`config.mk`:
```
export PLATFORM = sky130hd
export DESIGN_NAME = demux4_seq_flat
export DESIGN_NICKNAME = d
export VERILOG_FILES = /design/src/rtl/demux4_seq_if.sv /design/src/rtl/demux4_seq.sv /design/src/flat_wrapper.sv
export SDC_FILE = /design/constraint.sdc
export NUM_CORES = 1
export LEC_CHECK = 0
export CORE_AREA = 3 3 46 48
export DETAILED_ROUTE_END_ITERATION = 10
export DIE_AREA = 0 0 49 51
export PLACE_DENSITY = 0.71
export SLEW_MARGIN = 40
export SYNTH_ARGS = -nofsm -noshare
export SYNTH_HDL_FRONTEND = slang
export SYNTH_SLANG_ARGS = --single-unit
```
`constraint.sdc`:
```
create_clock -name clk -period 2.2 [get_ports clk]
set_input_delay 0.44 -clock clk [delete_from_list [all_inputs] [get_ports clk]]
set_output_delay 0.44 -clock clk [all_outputs]
set_load 0.005 [all_outputs]
```
`src/rtl/demux4_seq_if.sv`:
```
//==============================================================================
// Module : demux4_seq_if
// Brief  : Stream-in / parallel-word-out bundle for the 1->4 sequential demux.
// Rev    : 1.0  initial release
//==============================================================================
`default_nettype none

interface demux4_seq_if #(
    parameter int W = 1
);
    logic [W-1:0] din;
    logic         din_valid;
    logic         frame;
    logic [W-1:0] q0;
    logic [W-1:0] q1;
    logic [W-1:0] q2;
    logic [W-1:0] q3;
    logic [1:0]   sel;
    logic         locked;
    logic         word_valid;
    logic         sync_err;
    logic [3:0]   err_count;

    modport master (
        output din, din_valid, frame,
        input  q0, q1, q2, q3, sel, locked, word_valid, sync_err, err_count
    );

    modport slave (
        input  din, din_valid, frame,
        output q0, q1, q2, q3, sel, locked, word_valid, sync_err, err_count
    );
endinterface

`default_nettype wire

```
`src/rtl/demux4_seq.sv`:
```
//==============================================================================
// Module : demux4_seq
// Brief  : Rebuilds four parallel lanes from a framed, time-multiplexed stream.
// Rev    : 1.0  initial release
//==============================================================================
`default_nettype none

module demux4_seq #(
    parameter int W = 1
) (
    input  wire logic     clk,
    input  wire logic     rst,
    demux4_seq_if.slave   bus
);
    typedef enum logic [0:0] {
        HUNT = 1'b0,
        RUN  = 1'b1
    } state_t;

    state_t       state_q;
    logic [1:0]   sel_q;
    logic [W-1:0] shadow0_q;
    logic [W-1:0] shadow1_q;
    logic [W-1:0] shadow2_q;
    logic [W-1:0] q0_q;
    logic [W-1:0] q1_q;
    logic [W-1:0] q2_q;
    logic [W-1:0] q3_q;
    logic         word_valid_q;
    logic         sync_err_q;
    logic [3:0]   err_count_q;
    logic [3:0]   err_count_d;

    assign err_count_d = (err_count_q == 4'hF) ? err_count_q : err_count_q + 4'd1;

    always_ff @(posedge clk or posedge rst) begin
        if (rst) begin
            state_q      <= HUNT;
            sel_q        <= 2'd0;
            shadow0_q    <= '0;
            shadow1_q    <= '0;
            shadow2_q    <= '0;
            q0_q         <= '0;
            q1_q         <= '0;
            q2_q         <= '0;
            q3_q         <= '0;
            word_valid_q <= 1'b0;
            sync_err_q   <= 1'b0;
            err_count_q  <= 4'd0;
        end else begin
            word_valid_q <= 1'b0;
            sync_err_q   <= 1'b0;
            if (bus.din_valid) begin
                case (state_q)
                    HUNT: begin
                        if (bus.frame) begin
                            shadow0_q <= bus.din;
                            sel_q     <= 2'd1;
                            state_q   <= RUN;
                        end
                    end
                    default: begin
                        // Priority order matters: a marker on lane 3 realigns rather than completing.
                        if (bus.frame && (sel_q != 2'd0)) begin
                            sync_err_q  <= 1'b1;
                            err_count_q <= err_count_d;
                            shadow0_q   <= bus.din;
                            sel_q       <= 2'd1;
                        end else if (!bus.frame && (sel_q == 2'd0)) begin
                            sync_err_q  <= 1'b1;
                            err_count_q <= err_count_d;
                            sel_q       <= 2'd0;
                            state_q     <= HUNT;
                        end else if (sel_q == 2'd1) begin
                            shadow1_q <= bus.din;
                            sel_q     <= 2'd2;
                        end else if (sel_q == 2'd2) begin
                            shadow2_q <= bus.din;
                            sel_q     <= 2'd3;
                        end else if (sel_q == 2'd3) begin
                            q0_q         <= shadow0_q;
                            q1_q         <= shadow1_q;
                            q2_q         <= shadow2_q;
                            q3_q         <= bus.din;
                            word_valid_q <= 1'b1;
                            sel_q        <= 2'd0;
                        end else begin
                            shadow0_q <= bus.din;
                            sel_q     <= 2'd1;
                        end
                    end
                endcase
            end
        end
    end

    assign bus.q0         = q0_q;
    assign bus.q1         = q1_q;
    assign bus.q2         = q2_q;
    assign bus.q3         = q3_q;
    assign bus.sel        = sel_q;
    assign bus.locked     = (state_q == RUN);
    assign bus.word_valid = word_valid_q;
    assign bus.sync_err   = sync_err_q;
    assign bus.err_count  = err_count_q;

endmodule

`default_nettype wire

```
`src/flat_wrapper.sv`:
```
// flat-port wrapper written by rule: the top's interface ports become plain ports
module demux4_seq_flat 
#(
    parameter int W = 1
)
  (clk, rst, bus_din, bus_din_valid, bus_frame, bus_q0, bus_q1, bus_q2, bus_q3, bus_sel, bus_locked, bus_word_valid, bus_sync_err, bus_err_count);
  demux4_seq_if #(.W(W)) bus_i ();
  input  wire logic clk;
  input  wire logic rst;
  input wire logic [$bits(bus_i.din)-1:0] bus_din;
  input wire logic [$bits(bus_i.din_valid)-1:0] bus_din_valid;
  input wire logic [$bits(bus_i.frame)-1:0] bus_frame;
  output wire logic [$bits(bus_i.q0)-1:0] bus_q0;
  output wire logic [$bits(bus_i.q1)-1:0] bus_q1;
  output wire logic [$bits(bus_i.q2)-1:0] bus_q2;
  output wire logic [$bits(bus_i.q3)-1:0] bus_q3;
  output wire logic [$bits(bus_i.sel)-1:0] bus_sel;
  output wire logic [$bits(bus_i.locked)-1:0] bus_locked;
  output wire logic [$bits(bus_i.word_valid)-1:0] bus_word_valid;
  output wire logic [$bits(bus_i.sync_err)-1:0] bus_sync_err;
  output wire logic [$bits(bus_i.err_count)-1:0] bus_err_count;
  assign bus_i.din = bus_din;
  assign bus_i.din_valid = bus_din_valid;
  assign bus_i.frame = bus_frame;
  assign bus_q0 = bus_i.q0;
  assign bus_q1 = bus_i.q1;
  assign bus_q2 = bus_i.q2;
  assign bus_q3 = bus_i.q3;
  assign bus_sel = bus_i.sel;
  assign bus_locked = bus_i.locked;
  assign bus_word_valid = bus_i.word_valid;
  assign bus_sync_err = bus_i.sync_err;
  assign bus_err_count = bus_i.err_count;
  demux4_seq #(.W(W)) u_core (.clk(clk), .rst(rst), .bus(bus_i));
endmodule
```
# ---- Word level (Yosys, flattened, before mapping)
# Index checks and enable logic that the tools add are counted.
dict set report word_totals {
  output_inout_bits 13
  input_bits 5
  ff_bits 16
}
dict set report op_classes {
  addsub 1
  n_eq_ne 8
  n_reduce_logical 13
  n_bitwise 4
  n_mux 32
}
# operator count
set ops {}
lappend ops {{$mux W1} 23}
lappend ops {{$mux W2} 6}
lappend ops {{$mux W4} 3}
lappend ops {{$ne A3 B3 Y1 const B} 4}
lappend ops {{$reduce_and A6 Y1} 2}
lappend ops {{$reduce_and A7 Y1} 1}
lappend ops {{$reduce_bool A2 Y1} 3}
lappend ops {{$reduce_and A5 Y1} 1}
lappend ops {{$add A4 B1 Y4 const B} 1}
lappend ops {{$eq A2 B2 Y1 const B} 2}
lappend ops {{$eq A4 B4 Y1 const B} 1}
lappend ops {{$not A1 Y1} 4}
lappend ops {{$reduce_and A3 Y1} 1}
lappend ops {{$eq A2 B1 Y1 const B} 1}
lappend ops {{$logic_and A1 B1 Y1} 2}
lappend ops {{$logic_not A2 Y1} 1}
lappend ops {{$reduce_and A2 Y1} 1}
lappend ops {{$logic_not A1 Y1} 1}

# ---- Longest topological paths before layout
# Gate-level depths: netlist of the first run.
dict set report logic_depth {
  depth_word 8
  depth_mapped 7
}

# ---- Worst setup path before layout of the first run
# Ideal clock, no wire load.
dict set report synth_path {
  path_kind {register -> register}
  from {reg u_core.sel_q[0] (netlist: u_core.bus.sel[0])}
  to {reg u_core.q3_q (netlist: u_core.bus.q3)}
  period_less_slack_ps 1823
  path_slack_ps 377
  stages_incl_launch_ff 7
  arrival_time_ps 1698
  path_cell_list {dfrtp_1 -> inv_1 -> ha_1 -> ha_1 -> nand3_4 -> nor3b_4 -> mux2_2}
}
dict set report synth_via {
  elab_chain_cells 4
  elab_cells_between_ends 12
  cone_classes {eq/ne (3); bitwise (4); reduce/logical (5)}
}
# item line_no
set synth_rtl {}
lappend synth_rtl {{start, declared} demux4_seq.sv:21} ;# logic [1:0] sel_q;
lappend synth_rtl {{start signal, assigned} demux4_seq.sv:39} ;# sel_q <= 2'd0;
lappend synth_rtl {{start signal, assigned} demux4_seq.sv:58} ;# sel_q <= 2'd1;
lappend synth_rtl {{start signal, assigned} demux4_seq.sv:68} ;# sel_q <= 2'd1;
lappend synth_rtl {{$reduce_bool A2 Y1 / $logic_not A2 Y1 (equally long branches)} {demux4_seq.sv:64, demux4_seq.sv:69}}
lappend synth_rtl {{$logic_and A1 B1 Y1, on equally long branches} {demux4_seq.sv:64, demux4_seq.sv:69}}
lappend synth_rtl {{$not A1 Y1 (no line)} -}
lappend synth_rtl {{$reduce_and A7 Y1 (no line) *} -}
lappend synth_rtl {{end signal, assigned} demux4_seq.sv:84} ;# q3_q <= bus.din;
lappend synth_rtl {{end, declared} demux4_seq.sv:28} ;# logic [W-1:0] q3_q;
# Every way passes the cells marked *; elsewhere a longest branch is shown, timed or not.
# A chain may end at the register's enable or synchronous reset.

# ---- Final worst setup path of the first run
dict set report layout_path {
  from {reg u_core.sel_q[0] (netlist: u_core.bus.sel[0])}
  to {reg u_core.q2_q (netlist: u_core.bus.q2)}
}
dict set report layout_via {
  elab_chain_cells 4
  elab_cells_between_ends 12
  cone_classes {eq/ne (3); bitwise (4); reduce/logical (5)}
}
# item line_no
set layout_rtl {}
lappend layout_rtl {{$reduce_bool A2 Y1 / $logic_not A2 Y1 (equally long branches)} {demux4_seq.sv:64, demux4_seq.sv:69}}
lappend layout_rtl {{$logic_and A1 B1 Y1, on equally long branches} {demux4_seq.sv:64, demux4_seq.sv:69}}
lappend layout_rtl {{$not A1 Y1 (no line)} -}
lappend layout_rtl {{$reduce_and A7 Y1 (no line) *} -}
lappend layout_rtl {{end signal, assigned} demux4_seq.sv:83} ;# q2_q <= shadow2_q;
lappend layout_rtl {{end, declared} demux4_seq.sv:27} ;# logic [W-1:0] q2_q;
# Marked as above.

==> flow_metrics.env, run 1 <==
export IMPL_critPathMaxFanout=5
export IMPL_skew_ps=2.13
export IMPL_dp_cells=107
export IMPL_cts_max_path_buffers=2
export IMPL_grt_pass1_vias=569
export IMPL_num_io_pins=18
export IMPL_postCtsSetupBuffers=0
export IMPL_cts_tree="yes"
export IMPL_synth_top_area_cell="dfrtp_1"
export IMPL_firstDrtPassIters=4
export IMPL_grt_overflow_total=0
export IMPL_fmax_ghz=0.511
export IMPL_initial_core_util_pct=46.7
export IMPL_synth_cell_types=26
export IMPL_nNetsFinal=99
export IMPL_vias=551
export IMPL_std_cell_rows=15
export IMPL_drc=0
export IMPL_cp_arrival_ps=2130
export IMPL_rsz0062_at_grt="false"
export IMPL_cts_root_buf="clkbuf_4"
export IMPL_critPathCaptureType="flip-flop"
export IMPL_ys_seq_area_share_pct=49.2
export IMPL_avgViaCountPerCell=4.96
export IMPL_syn_to_final_growth_pct=29.2
export IMPL_avgSynthCellArea_um2=12.5
export IMPL_cts_max_level=1
export IMPL_drive_above_1_share_pct=20.9
export IMPL_pre_cts_slack_ps=-8.38
export IMPL_peakVddDrop_v=0.000680
export IMPL_final_cells=111
export IMPL_portBuffers=17
export IMPL_ys_ff_latch=16
export IMPL_r2r_slack_ps=240
export IMPL_die_w_um=49
export IMPL_clk_latency_ps=280
export IMPL_drt_iter0_markers=9
export IMPL_antenna_found_initial=0
export IMPL_numCtsBuffers=3
export IMPL_min_path_type="in2async"
export IMPL_final_area_um2=1050
export IMPL_hold_buffers=0
export IMPL_critPathRequiredTime_ps=2380
export IMPL_path_clk_slew_ps=90
export IMPL_antennaDiodeCount=0
export IMPL_setup_viol=0
export IMPL_fin_ws_ps=244
export IMPL_num_fill_cells=139
export IMPL_synth_area_top_cells="dfrtp_1 49%, mux2_2 11%, ha_1 11%"
export IMPL_path_class="reg2reg"
export IMPL_r2r_end="u_core.bus.q2"
export IMPL_netlist_top_cells_count="16 x dfrtp_1, 8 x mux2_2, 7 x ha_1, 6 x inv_1"
export IMPL_period_needed_ps=1960
export IMPL_synth_flop_cell="dfrtp_1"
export IMPL_grt_pass1_wl_um=2280
export IMPL_power_density_nw_per_um2=1250
export IMPL_yosys_warnings=0
export IMPL_dieHeight_um=51
export IMPL_hold_viol=0
export IMPL_grt_use_total_pct=12.1
export IMPL_total_power_uw=1320
export IMPL_grt_max_degree=17
export IMPL_ctsResizeCount=0
export IMPL_ant_nets=0
export IMPL_max_cap_viol_count=0
export IMPL_netlist_area_um2=815
export IMPL_place_congestion=0.743
export IMPL_synth_top_area_share_pct=49.2
export IMPL_reg2reg_from="u_core.bus.sel[0]"
export IMPL_avgRoutedWirePerCell_um=12.0
export IMPL_synth_nets=77
export IMPL_syn_inst=65
export IMPL_worstSetupStartpointType="flip-flop"
export IMPL_slew_viol_final=0
export IMPL_synth_edf_count=0
export IMPL_dp_hpwl_um=1020
export IMPL_status="completed"
export IMPL_p_leak_uw=0.000476
export IMPL_post_dp_cell_area_um2=1020
export IMPL_dieArea_um2=2500
export IMPL_wirelength_um=1340
export IMPL_relSlewSlack_pct=62.0
export IMPL_worst_slew_pin_slew_ps=569
export IMPL_clkSinkCount=16
export IMPL_core_um2=1750
export IMPL_layout_worst_path_cycle_share_pct=88.9
export IMPL_synthArstFlopShare_pct=100
export IMPL_fin_hold_ws_ps=509
export IMPL_synth_most_common_cell="dfrtp_1"
export IMPL_ff2ff_path_depth=6
-- critical path, cell delays in order, from the launching register on --
cell and delay, ps:
dfrtp_1 430, inv_1 90, ha_1 220, ha_1 350
nand3_4 100, nor3b_4 290, mux2_2 360
-- worst max-delay path by stage --
| stage | endpoint | slack, ps | startpoint | depth (start not counted) |
|---|---|---|---|---|
| finish | u_core.bus.q2 | 240 | u_core.bus.sel[0] | 6 |
| global placement | u_core.bus.q1 | 10 | bus_frame | 6 |
| CTS | u_core.bus.q2 | 220 | u_core.bus.sel[0] | 6 |
| global route | u_core.bus.q2 | 100 | u_core.bus.sel[0] | 6 |
| floorplan | u_core.bus.q3 | 380 | u_core.bus.sel[0] | 6 |
| detailed placement | u_core.bus.q1 | -8 | bus_frame | 6 |
-- per-layer routing --
metal	GRT usage [%]	vias up	routed length [um]	share of wire, %
li1	-	270	-	-
met1	13.8	260	605	45
met2	20.8	17	639	48
met3	3.50	4	67	5.0
met4	5.69	0	23	1.7
met5	0	-	0	0
-- cell families after synthesis --
| group | count (synthesis) | synth area share (%) |
|---|---|---|
| buffers and inverters | 8 | 4.61 |
| muxes | 8 | 11.1 |
| and+or+nand+nor | 18 | 16.9 |
| adders and majority gates | 7 | 10.8 |
| DFF | 16 | 49.2 |
| xor gates and xnor gates | 3 | 3.23 |
| AOI/OAI and AO/OA | 5 | 4.30 |
-- final cells by class --
type / instances / area, um2 / area share (%)
Sequential cell: 16 / 400 / 38.0
Timing Repair Buffer: 19 / 185 / 17.6
Clock buffer: 4 / 36.3 / 3.45
Inverter: 6 / 22.5 / 2.14
Tap cell: 25 / 31.3 / 2.97
Multi-Input combinational cell: 41 / 377 / 35.8
-- cells in the final DEF, fill, tap and decap left out --
cell type        netlist  layout
clkdlybuf4s50_1        0      17
dfrtp_1               16      16
mux2_2                 8       8
ha_1                   7       7
inv_1                  6       6
nand3_1                3       3
xnor2_1                3       3
clkbuf_4               0       3
nor3_1                 2       2
buf_4                  2       2
or2_1                  1       1
and2_1                 1       1
nand3b_1               1       1
o22a_1                 1       1
nand3_4                1       1
nor3b_4                1       1
and3b_2                1       1
nand2_2                1       1
nand4_1                1       1
a21oi_1                1       1
a31oi_1                1       1
and4b_1                1       1
nor3b_1                1       1
nand2b_1               1       1
nand2_1                1       1
o2111ai_1              1       1
and3_1                 1       1
o22ai_1                1       1
clkbuf_8               0       1
-- sequential cells by signal, summed over array words and instances, names as in the netlist --
| name | cells |
|---|---|
| u_core.bus.sync_err | 1 |
| u_core.bus.q2 | 1 |
| u_core.bus.locked | 1 |
| u_core.shadow0_q | 1 |
| u_core.bus.q3 | 1 |
| u_core.shadow2_q | 1 |
| u_core.bus.sel | 2 |
| u_core.bus.q0 | 1 |
| u_core.bus.word_valid | 1 |
| u_core.bus.q1 | 1 |
| u_core.bus.err_count | 4 |
| u_core.shadow1_q | 1 |
-- through the flow --
step / utilization [%] / setup TNS, ps
CTS: 60.3 / 0
finish: 60.3 / 0
global route: 60.3 / 0
floorplan: - / 0
detailed placement: 58.2 / -19.2
global placement: 58.2 / 0
-- where the power goes --
part           switching, uW  total, uW  leakage [uW]  internal (uW)
logic                    228        600      0.000258            371
registers                106        525      0.000197            419
clock network           93.7        194     0.0000210            101
total                    428       1320      0.000476            891
(Power assumes the default switching activity.)
==> inputs of run 2 (changes only) <==
- ABC_AREA: unset -> 1
==> run 2 against run 1 <==
Compared with the run above: area after synthesis up 1.7%; combinational power is 3.3% higher; design area unchanged; largest cell class unchanged; largest power group unchanged.
==> flow_metrics.env, run 2 <==
export IMPL_layout_worst_path_cycle_share_pct=78.2
export IMPL_worstHoldStart="u_core.shadow0_q"
export IMPL_avgRoutedWirePerCell_um=10.6
export IMPL_antennaDiodeCount=0
export IMPL_grt_max_degree=17
export IMPL_synth_edf_count=0
export IMPL_hold_viol=0
export IMPL_synth_area_top_cells="dfrtp_1 48%, ha_1 11%, nand2_1 10%"
export IMPL_nNetsFinal=126
export IMPL_setup_viol=0
export IMPL_power_density_nw_per_um2=1220
export IMPL_slew_viol_final=0
export IMPL_fmax_ghz=0.582
export IMPL_crit_start="u_core.bus.err_count[2]"
export IMPL_synth_nets=104
export IMPL_final_common_cell="nand2_1"
export IMPL_final_area_um2=1050
export IMPL_avgSynthCellArea_um2=9.00
export IMPL_worst_slew_pin_slew_ps=579
export IMPL_dieHeight_um=51
export IMPL_synthArstFlopShare_pct=100
export IMPL_synth_cell_types=21
export IMPL_cp_num_cells=1
export IMPL_avgViaCountPerCell=4.69
export IMPL_cp_arrival_ps=1280
export IMPL_r2r_end="u_core.bus.q1"
export IMPL_cts_max_path_buffers=2
export IMPL_min_path_type="reg2reg"
export IMPL_postCtsSetupBuffers=0
export IMPL_syn_inst=92
export IMPL_netlist_area_um2=828
export IMPL_path_class="reg2out"
export IMPL_die_w_um=49
export IMPL_relSlewSlack_pct=61.4
export IMPL_ctsResizeCount=0
export IMPL_wirelength_um=1450
export IMPL_grt_pass1_vias=620
export IMPL_antenna_found_initial=0
export IMPL_core_um2=1750
export IMPL_cts_max_level=1
export IMPL_std_cell_rows=15
export IMPL_rsz0062_at_grt="false"
export IMPL_max_cap_viol_count=0
export IMPL_ys_ff_latch=16
export IMPL_setup_tns_ps=0
export IMPL_clkSinkCount=16
export IMPL_synth_top_area_cell="dfrtp_1"
export IMPL_ff2ff_path_depth=8
export IMPL_reg2reg_from="u_core.bus.sel[0]"
export IMPL_drt_iter0_markers=2
export IMPL_place_congestion=0.803
export IMPL_path_clk_slew_ps=90
export IMPL_p_leak_uw=0.000525
export IMPL_critPathRequiredTime_ps=1760
export IMPL_crit_path_max_incr_delay_ps=540
export IMPL_dieArea_um2=2500
export IMPL_vias=643
export IMPL_num_fill_cells=162
export IMPL_ant_nets=0
export IMPL_path_delay_family="buffers and inverters"
export IMPL_syn_to_final_growth_pct=27.0
export IMPL_firstDrtPassIters=4
export IMPL_ys_seq_area_share_pct=48.3
export IMPL_path_buf_inv=1
export IMPL_critPathSlowestCell="clkdlybuf4s50_1"
export IMPL_drive_above_1_share_pct=8.93
export IMPL_initial_core_util_pct=47.5
export IMPL_r2r_slack_ps=480
export IMPL_setup_worst_path_end="bus_err_count[2]"
export IMPL_largest_reg_flops=4
export IMPL_clk_latency_ps=280
export IMPL_numCtsBuffers=3
export IMPL_synth_most_common_cell="nand2_1"
export IMPL_grt_use_total_pct=13.8
export IMPL_peakVddDrop_v=0.000740
export IMPL_yosys_warnings=0
export IMPL_netlist_top_cells_count="22 x nand2_1, 16 x dfrtp_1, 14 x inv_1, 7 x ha_1, 6 x nand3_1"
export IMPL_period_needed_ps=1720
export IMPL_drc=0
export IMPL_critPathCaptureType="output port"
export IMPL_mostFrequentLayoutCells="22 x nand2_1, 17 x clkdlybuf4s50_1, 16 x dfrtp_1"
export IMPL_portBuffers=17
export IMPL_crit_path_cell_trace="clkdlybuf4s50_1"
export IMPL_grt_overflow_total=0
export IMPL_dp_hpwl_um=1170
export IMPL_cts_root_buf="clkbuf_4"
export IMPL_post_dp_cell_area_um2=1030
export IMPL_fin_hold_ws_ps=481
export IMPL_grt_pass1_wl_um=2670
export IMPL_worstSetupStartpointType="flip-flop"
export IMPL_status="completed"
export IMPL_critPathMaxFanout=6
export IMPL_synth_flop_cell="dfrtp_1"
export IMPL_synth_top_area_share_pct=48.3
export IMPL_hold_buffers=0
export IMPL_cts_tree="yes"
export IMPL_skew_ps=7.13
export IMPL_num_io_pins=18
-- run 2: cell count changes in the layout (fill, tap and decap cells not counted), moves of 2 or more --
cell,delta
nand2_1,+21
inv_1,+8
mux2_2,-8
nand3_1,+3
nor2_1,+3
o21ai_0,+3
o21ai_1,+3
buf_4,-2
nand2_4,+2
-- run 2: worst min-delay path by stage --
stage | endpoint | slack, ps | depth (start not counted)
CTS | u_core.shadow0_q | 490 | 2
finish | u_core.shadow0_q | 480 | 2
floorplan | u_core.bus.err_count[0] | 350 | 1
global placement | u_core.shadow0_q | 460 | 2
detailed placement | u_core.shadow0_q | 460 | 2
global route | u_core.bus.q0 | 520 | 2
-- run 2: kinds of logic after synthesis --
group	Yosys count	share of synthesized area [%]
AOI/OAI and AO/OA	10	6.95
xor gates and xnor gates	2	2.12
adders and majority gates	7	10.6
buffers and inverters	15	6.95
DFF	16	48.3
and+or+nand+nor	42	25.1
-- run 2: per-stage QoR --
stage               total power, uW  util (%)  instances  setup WS [ps]
floorplan                       865         -         92            625
global placement               1140      59.0        134            251
detailed placement             1150      59.0        134            199
CTS                            1310      60.3        137            470
global route                   1410      60.3        137            276
finish                         1290      60.3        137            481
-- run 2: power breakdown --
| group | leakage, uW | switching, uW | total [uW] | internal [uW] |
|---|---|---|---|---|
| Sequential | 0.000203 | 105 | 518 | 412 |
| Combinational | 0.000308 | 295 | 620 | 326 |
| Clock | 0.0000138 | 84.6 | 148 | 63.6 |
| Total | 0.000525 | 485 | 1290 | 801 |
-- run 2: cell type report --
| type | instances | area [um2] | share of cell area, % |
|---|---|---|---|
| Timing Repair Buffer | 17 | 170 | 16.2 |
| Tap cell | 25 | 31.3 | 2.97 |
| Clock buffer | 3 | 22.5 | 2.14 |
| Inverter | 15 | 57.6 | 5.47 |
| Multi-Input combinational cell | 61 | 370 | 35.2 |
| Sequential cell | 16 | 400 | 38.0 |
-- run 2: per-layer routing --
metal / vias to the layer above / track usage, % / part of all wire (%) / wire length (um)
li1: 336 / - / - / -
met1: 293 / 17.5 / 47 / 680
met2: 14 / 22.6 / 47 / 687
met3: 0 / 4.96 / 5.7 / 83
met4: 0 / 2.84 / 0 / 0
met5: - / 0 / 0 / 0
